[config.mk]
export PLATFORM = sky130hd
export DESIGN_NAME = mem_read_arbiter
export DESIGN_NICKNAME = d
export VERILOG_FILES = /design/src/rtl/mem_read_arbiter.sv
export SDC_FILE = /design/constraint.sdc
export NUM_CORES = 1
export LEC_CHECK = 0
export ABC_AREA = 1
export BUFFER_PORTS_ARGS = -buffer_cell sky130_fd_sc_hd__buf_2
export CAP_MARGIN = 20
export CORE_AREA = 2 2 286 288
export CTS_CLUSTER_SIZE = 30
export DETAILED_ROUTE_END_ITERATION = 8
export DIE_AREA = 0 0 288 290
export PLACE_DENSITY = 0.42
export SETUP_SLACK_MARGIN = 0.2
export SYNTH_ARGS = -nofsm -noshare
export SYNTH_HDL_FRONTEND = slang
export SYNTH_SLANG_ARGS = --single-unit
[constraint.sdc]
create_clock -name clk -period 2.3 [get_ports clk]
set_input_delay 0.46 -clock clk [delete_from_list [all_inputs] [get_ports clk]]
set_output_delay 0.46 -clock clk [all_outputs]
set_load 0.05 [all_outputs]
[src/rtl/mem_read_arbiter.sv]
// Round-robin arbiter that shares one memory_driver read channel among NUM_REQ burst requesters.
// One StartRead per grant; returned beats are steered back to the granted requester.
module mem_read_arbiter #(
    parameter int NUM_REQ    = 4,
    parameter int ADDR_WIDTH = 33,
    parameter int DATA_WIDTH = 256,
    parameter int IDX_W      = $clog2(NUM_REQ)
) (
    input  logic                          clk,
    input  logic                          reset_n,
    input  logic [NUM_REQ-1:0]            req_valid,
    input  logic [NUM_REQ*ADDR_WIDTH-1:0] req_addr,
    input  logic [NUM_REQ*8-1:0]          req_burst,
    output logic [NUM_REQ-1:0]            req_ack,
    output logic [DATA_WIDTH-1:0]         rsp_data,
    output logic [NUM_REQ-1:0]            rsp_valid,
    output logic [NUM_REQ-1:0]            rsp_last,
    output logic                          mem_start_read,
    output logic [ADDR_WIDTH-1:0]         mem_read_addr,
    output logic [7:0]                    mem_read_burst,
    input  logic [DATA_WIDTH-1:0]         mem_read_data,
    input  logic                          mem_read_valid,
    input  logic                          mem_end_read,
    output logic                          busy,
    output logic                          err_protocol
);

    typedef enum logic [1:0] {IDLE, ISSUE, BURST, DRAIN} state_t;

    localparam logic [IDX_W:0] NUM_REQ_W = (IDX_W+1)'(NUM_REQ);

    state_t                  state_q, state_d;
    logic [IDX_W-1:0]        ptr_q, ptr_d;
    logic [IDX_W-1:0]        grant_q, grant_d;
    logic [ADDR_WIDTH-1:0]   addr_q, addr_d;
    logic [7:0]              burst_q, burst_d;
    logic [7:0]              count_q, count_d;
    logic                    start_q, start_d;
    logic [NUM_REQ-1:0]      ack_q, ack_d;
    logic [DATA_WIDTH-1:0]   rsp_data_q, rsp_data_d;
    logic [NUM_REQ-1:0]      rsp_valid_q, rsp_valid_d;
    logic [NUM_REQ-1:0]      rsp_last_q, rsp_last_d;
    logic                    err_q, err_d;

    logic [ADDR_WIDTH-1:0]   addr_arr  [NUM_REQ];
    logic [7:0]              burst_arr [NUM_REQ];
    logic                    any_req;
    logic [IDX_W-1:0]        rr_win;
    logic [IDX_W:0]          scan_sum;
    logic                    last_beat;

    genvar gi;
    generate
        for (gi = 0; gi < NUM_REQ; gi++) begin : g_unpack
            assign addr_arr[gi]  = req_addr[gi*ADDR_WIDTH +: ADDR_WIDTH];
            assign burst_arr[gi] = req_burst[gi*8 +: 8];
        end
    endgenerate

    // First pending requester strictly after the last winner, wrapping around.
    always_comb begin
        any_req  = 1'b0;
        rr_win   = '0;
        scan_sum = '0;
        for (int k = 1; k <= NUM_REQ; k++) begin
            scan_sum = {1'b0, ptr_q} + (IDX_W+1)'(k);
            if (scan_sum >= NUM_REQ_W) begin
                scan_sum = scan_sum - NUM_REQ_W;
            end
            if (!any_req && req_valid[scan_sum[IDX_W-1:0]]) begin
                any_req = 1'b1;
                rr_win  = scan_sum[IDX_W-1:0];
            end
        end
    end

    assign last_beat = (count_q == burst_q);

    always_comb begin
        state_d     = state_q;
        ptr_d       = ptr_q;
        grant_d     = grant_q;
        addr_d      = addr_q;
        burst_d     = burst_q;
        count_d     = count_q;
        start_d     = 1'b0;
        ack_d       = '0;
        rsp_data_d  = rsp_data_q;
        rsp_valid_d = '0;
        rsp_last_d  = '0;
        err_d       = err_q;
        case (state_q)
            IDLE: begin
                if (mem_read_valid) begin
                    err_d = 1'b1;
                end
                if (any_req) begin
                    grant_d       = rr_win;
                    ptr_d         = rr_win;
                    addr_d        = addr_arr[rr_win];
                    burst_d       = burst_arr[rr_win];
                    start_d       = 1'b1;
                    ack_d[rr_win] = 1'b1;
                    state_d       = ISSUE;
                end
            end
            ISSUE: begin
                if (mem_read_valid) begin
                    err_d = 1'b1;
                end
                count_d = 8'd0;
                state_d = BURST;
            end
            BURST: begin
                if (mem_read_valid) begin
                    rsp_data_d           = mem_read_data;
                    rsp_valid_d[grant_q] = 1'b1;
                    rsp_last_d[grant_q]  = last_beat;
                    count_d              = count_q + 8'd1;
                end
                // Compare happens before the increment, so burst 255 yields 256 beats.
                if (mem_read_valid && last_beat) begin
                    state_d = mem_end_read ? IDLE : DRAIN;
                end else if (mem_end_read) begin
                    err_d   = 1'b1;
                    state_d = IDLE;
                end
            end
            DRAIN: begin
                if (mem_read_valid) begin
                    err_d = 1'b1;
                end
                if (mem_end_read) begin
                    state_d = IDLE;
                end
            end
            default: state_d = IDLE;
        endcase
    end

    always_ff @(posedge clk or negedge reset_n) begin
        if (!reset_n) begin
            state_q     <= IDLE;
            ptr_q       <= IDX_W'(NUM_REQ - 1);
            grant_q     <= '0;
            addr_q      <= '0;
            burst_q     <= '0;
            count_q     <= '0;
            start_q     <= 1'b0;
            ack_q       <= '0;
            rsp_data_q  <= '0;
            rsp_valid_q <= '0;
            rsp_last_q  <= '0;
            err_q       <= 1'b0;
        end else begin
            state_q     <= state_d;
            ptr_q       <= ptr_d;
            grant_q     <= grant_d;
            addr_q      <= addr_d;
            burst_q     <= burst_d;
            count_q     <= count_d;
            start_q     <= start_d;
            ack_q       <= ack_d;
            rsp_data_q  <= rsp_data_d;
            rsp_valid_q <= rsp_valid_d;
            rsp_last_q  <= rsp_last_d;
            err_q       <= err_d;
        end
    end

    assign req_ack        = ack_q;
    assign rsp_data       = rsp_data_q;
    assign rsp_valid      = rsp_valid_q;
    assign rsp_last       = rsp_last_q;
    assign mem_start_read = start_q;
    assign mem_read_addr  = addr_q;
    assign mem_read_burst = burst_q;
    assign busy           = (state_q != IDLE);
    assign err_protocol   = err_q;

endmodule

==> summary.txt <==
STA
  – Final Hold Viols: 0
  – # setup viols final: 0
  – Tcrit/Tclk final: 0.9507
  – Final Max Tran Viols: 0
  – Measured slew at the worst slew-check pin: roughly 0.58 ns
  – Max Freq: 457.3 MHz
  – Clock Skew: ~0.018 ns
  – Worst slew margin: 0.6139
  – Unrepaired setup endpoints after global routing: true
  – Hold_ws: around 0.09 ns
  – Minimum clock period: about 2.2 ns

Synth
  – Seq/Total Area, Yosys: 0.5703
  – Netlist Area Pre-Place: approximately 0.014 mm^2
  – Post-synth top area cell: dfrtp_1
  – Yosys cell types: 36
  – Synth Instances: 1788
  – Post-synth EDFFs: 0
  – Synth warnings: 0
  – Top cells by area, synth: dfrtp_1 57%, nand2_1 26%, nand3_1 4.2%
  – Post-synthesis area per instance: about 8.0 um^2
  – Dominant synthesized flop cell: dfrtp_1
  – Synthesized flop and latch total: 325
  – Syn Nets: roughly 2200
  – Synth top area share: 0.5666
  – Asr flop ratio synth: 1.000

Die
  – Core outline area: between 0.08 and 0.09 mm^2
  – Chip height: 290 um
  – DIE AREA: roughly 0.084 mm^2
  – I/O pins: 740
  – Row Count: roughly 100
  – Initial Utilization: 0.1780
  – Die Wd: roughly 290 um

Layout
  – Fin nets: between 2000 and 3000
  – Share of post-route cells with drive strength above 1: 0.3650
  – Syn-to-layout area delta: 51.02%

Placed design
  – Detail Placement HPWL: roughly 44000 um
  – Routability Congestion: 0.8171
  – PortBufs: ~740

Worst hold path
  – Hold Path Class: in -> reg
  – Endpoint, Worst Hold: rsp_data[147]$_DFFE_PN0P_
  – Worst Hold Launch: mem_read_data[147]
  – Hold depth: 3

Setup path
  – Crit path max fanout: 8
  – Flop-to-flop setup slack: roughly 0.11 ns
  – Crit path cell chain: inv_4 > nand2_2 > nand2_4 > nand2_2 > nand2_2 > nor2_4 > nand3_4 > nand2_4 > nand2_8 > buf_12 > buf_16 > o211ai_1 > nand3_1
  – RR Endpoint: mem_read_burst[0]$_DFFE_PN0P_
  – Critical setup path kind: reg -> reg
  – Arr. time, crit path: 2.62 ns
  – Crit end category: flip-flop
  – CP bufs+invs: 3
  – Worst endpoint required time: 2.73 ns
  – R2r startpoint: ptr_q[0]$_DFFE_PN1P_
  – Worst path slowest cell: dfstp_2
  – CP peak stage delay: between 0.5 and 0.6 ns
  – Crit path depth: 13
  – CP Launch Type: flip-flop
  – CP most frequent cell: nand2_2
  – Top cell family by delay on the critical path: simple AND/OR/NAND/NOR gates
  – Reg2reg path depth: 13

Route
  – Routed Antenna Nets: 0
  – Drt total wl: 60080 um
  – Iter 0 DRT Violations: roughly 620
  – Met1 WL: roughly 23000 um
  – Drt drc: 0
  – Drt via density: 3.871
  – Detailed Routing Iterations Pass 1: 6
  – WL/cell: around 16 um
  – DR vias: between 10000 and 15000
  – Met3 Routed Length: ~5000 um
  – Met2 Routed Length: 31230 um
  – Top layer in use: met5

Pwr
  – Net Sw Frac: 0.5296
  – Register share of total power: 0.235
  – LEAKAGE: 12.38 nW
  – Total power: roughly 0.042 W
  – Power Dens Cells: just under 2000 mW/mm^2
  – Int Pwr: 0.01972 W
  – Maximum vdd ir drop: between 0.8 and 0.9 mV
  – Sw power: ~0.022 W
  – Combinational share of power: 0.603
  – Clock share of power: 0.162

Clock tree
  – Clock Tree Root: clkbuf_16
  – Worst-path clk slew: 0.06 ns
  – Worst skew pair latency: roughly 0.57 ns
  – Clock Sinks: approximately 330
  – # H-tree levels: 2
  – Clock Tree Buf Depth: 3
  – TritonCTS buffer count: 42
  – CTS tree: built

GRT
  – Antenna violations before repair: 6
  – Grt ovf: 0
  – Vias in the first global route: ~14000
  – Largest net degree at the start of global routing: 75
  – First-pass GRT wire length: a little under 90000 um
  – Total track usage: 0.1369

Flow run
  – Max-Cap Viols: 0

Status
  – Status: complete, no violations
## worst min-delay path, delay by kind of cell
family                 cells  cell delay, ns
AND/OR/NAND/NOR            2            0.09
buffers and inverters      1            0.07
## logic make-up after synthesis
kind of cell,share of synthesized area
and+or+nand+nor,0.3284
DFF,0.5703
buffers and inverters,0.07060
AOI/OAI and AO/OA,0.02500
xor gates and xnor gates,0.004911
adders and majority gates,0.0008769
## flip-flops by register name, indices dropped and copies added, names as in the netlist, 4 cells and up
signal,flops
rsp_last,4
count_q,8
req_ack,4
mem_read_addr,33
mem_read_burst,8
rsp_data,256
rsp_valid,4
## metal layers
layer | global-route usage | vias up
met5 | 0 | -
met4 | 0.02919 | 10
met3 | 0.04285 | 74
met2 | 0.2520 | 505
met1 | 0.1526 | 6589
li1 | - | 6968
## power groups by stage
stage / clock network [W] / logic (W) / registers, W
6_report: 0.00678 / 0.0253 / 0.00984
5_1_grt: 0.00732 / 0.0271 / 0.0102
3_5_place_dp: 0 / 0.0226 / 0.00991
3_3_place_gp: 0 / 0.0226 / 0.00992
2_1_floorplan: 0 / 0.00764 / 0.0186
4_1_cts: 0.00708 / 0.0248 / 0.00986
## placed cells by master, fill, tap and decap left out, drive strengths merged
cell	instances
clkbuf	67
or2	24
o211ai	25
bufbuf	1
clkinvlp	1
a22oi	1
o21ai	8
nor2	18
a31oi	2
a21oi	5
buf	815
dfstp	2
xor2	4
ha	1
clkinv	6
nand4	2
nor3	8
xnor2	4
diode	2
nand3	123
dlygate4sd3	1
bufinv	3
nor4	4
o22ai	3
nand2	989
o31ai	2
dfrtp	323
inv	150
## stage by stage
stage	setup TNS (ns)	utilization	area, um^2	std cells	setup WS [ns]
6_report	0	0.2688	21540	3654	0.1133
3_5_place_dp	-0.1282	0.2425	19440	3544	-0.02349
2_1_floorplan	0	-	14270	1788	0.2922
4_1_cts	0	0.2662	21340	3646	0.1199
3_3_place_gp	-0.1566	0.2425	19440	3544	-0.02853
5_1_grt	0	0.2687	21540	3652	0.01082
## synthesized netlist by cell type (all sizes together) (4+ instances only)
master,instances
nand2,989
nor4,4
nand3,123
a21oi,5
xor2,4
o21ai,8
o211ai,25
nor3,8
dfrtp,323
clkbuf,57
inv,147
nor2,17
or2,24
xnor2,4
buf,35
## worst max-delay path by stage
stage	slack (ns)	from	to
after detailed placement	-0.02	ptr_q[0]$_DFFE_PN1P_	mem_read_addr[6]$_DFFE_PN0P_
after CTS	0.12	ptr_q[0]$_DFFE_PN1P_	mem_read_burst[0]$_DFFE_PN0P_
after global placement	-0.03	ptr_q[0]$_DFFE_PN1P_	mem_read_addr[3]$_DFFE_PN0P_
final	0.11	ptr_q[0]$_DFFE_PN1P_	mem_read_burst[0]$_DFFE_PN0P_
after global routing	0.01	ptr_q[0]$_DFFE_PN1P_	mem_read_burst[0]$_DFFE_PN0P_
after floorplan	0.29	ptr_q[0]$_DFFE_PN1P_	mem_read_addr[17]$_DFFE_PN0P_
## timing repair
item | CTS | global route
buffers inserted | 19 | 3
pin swaps | 16 | 34
gates cloned | 7 | 3
setup endpoints to repair | 40 | 50
resized for setup | 31 | 29
hold buffers | 1 | 0
endpoints found under the hold margin | 37 | 0
## layout make-up
type / count / area (um^2)
diodes: 2 / 5.005
clock buffers: 64 / 1265
clock inverters: 11 / 155.1
fillers: 8996 / 58610
inverters: 149 / 569.3
multi-input cells: 1223 / 5293
flip-flops and latches: 325 / 8135
well taps: 1060 / 1326
repair buffers: 820 / 4796
Note: power is estimated with default switching activity, not from simulation.
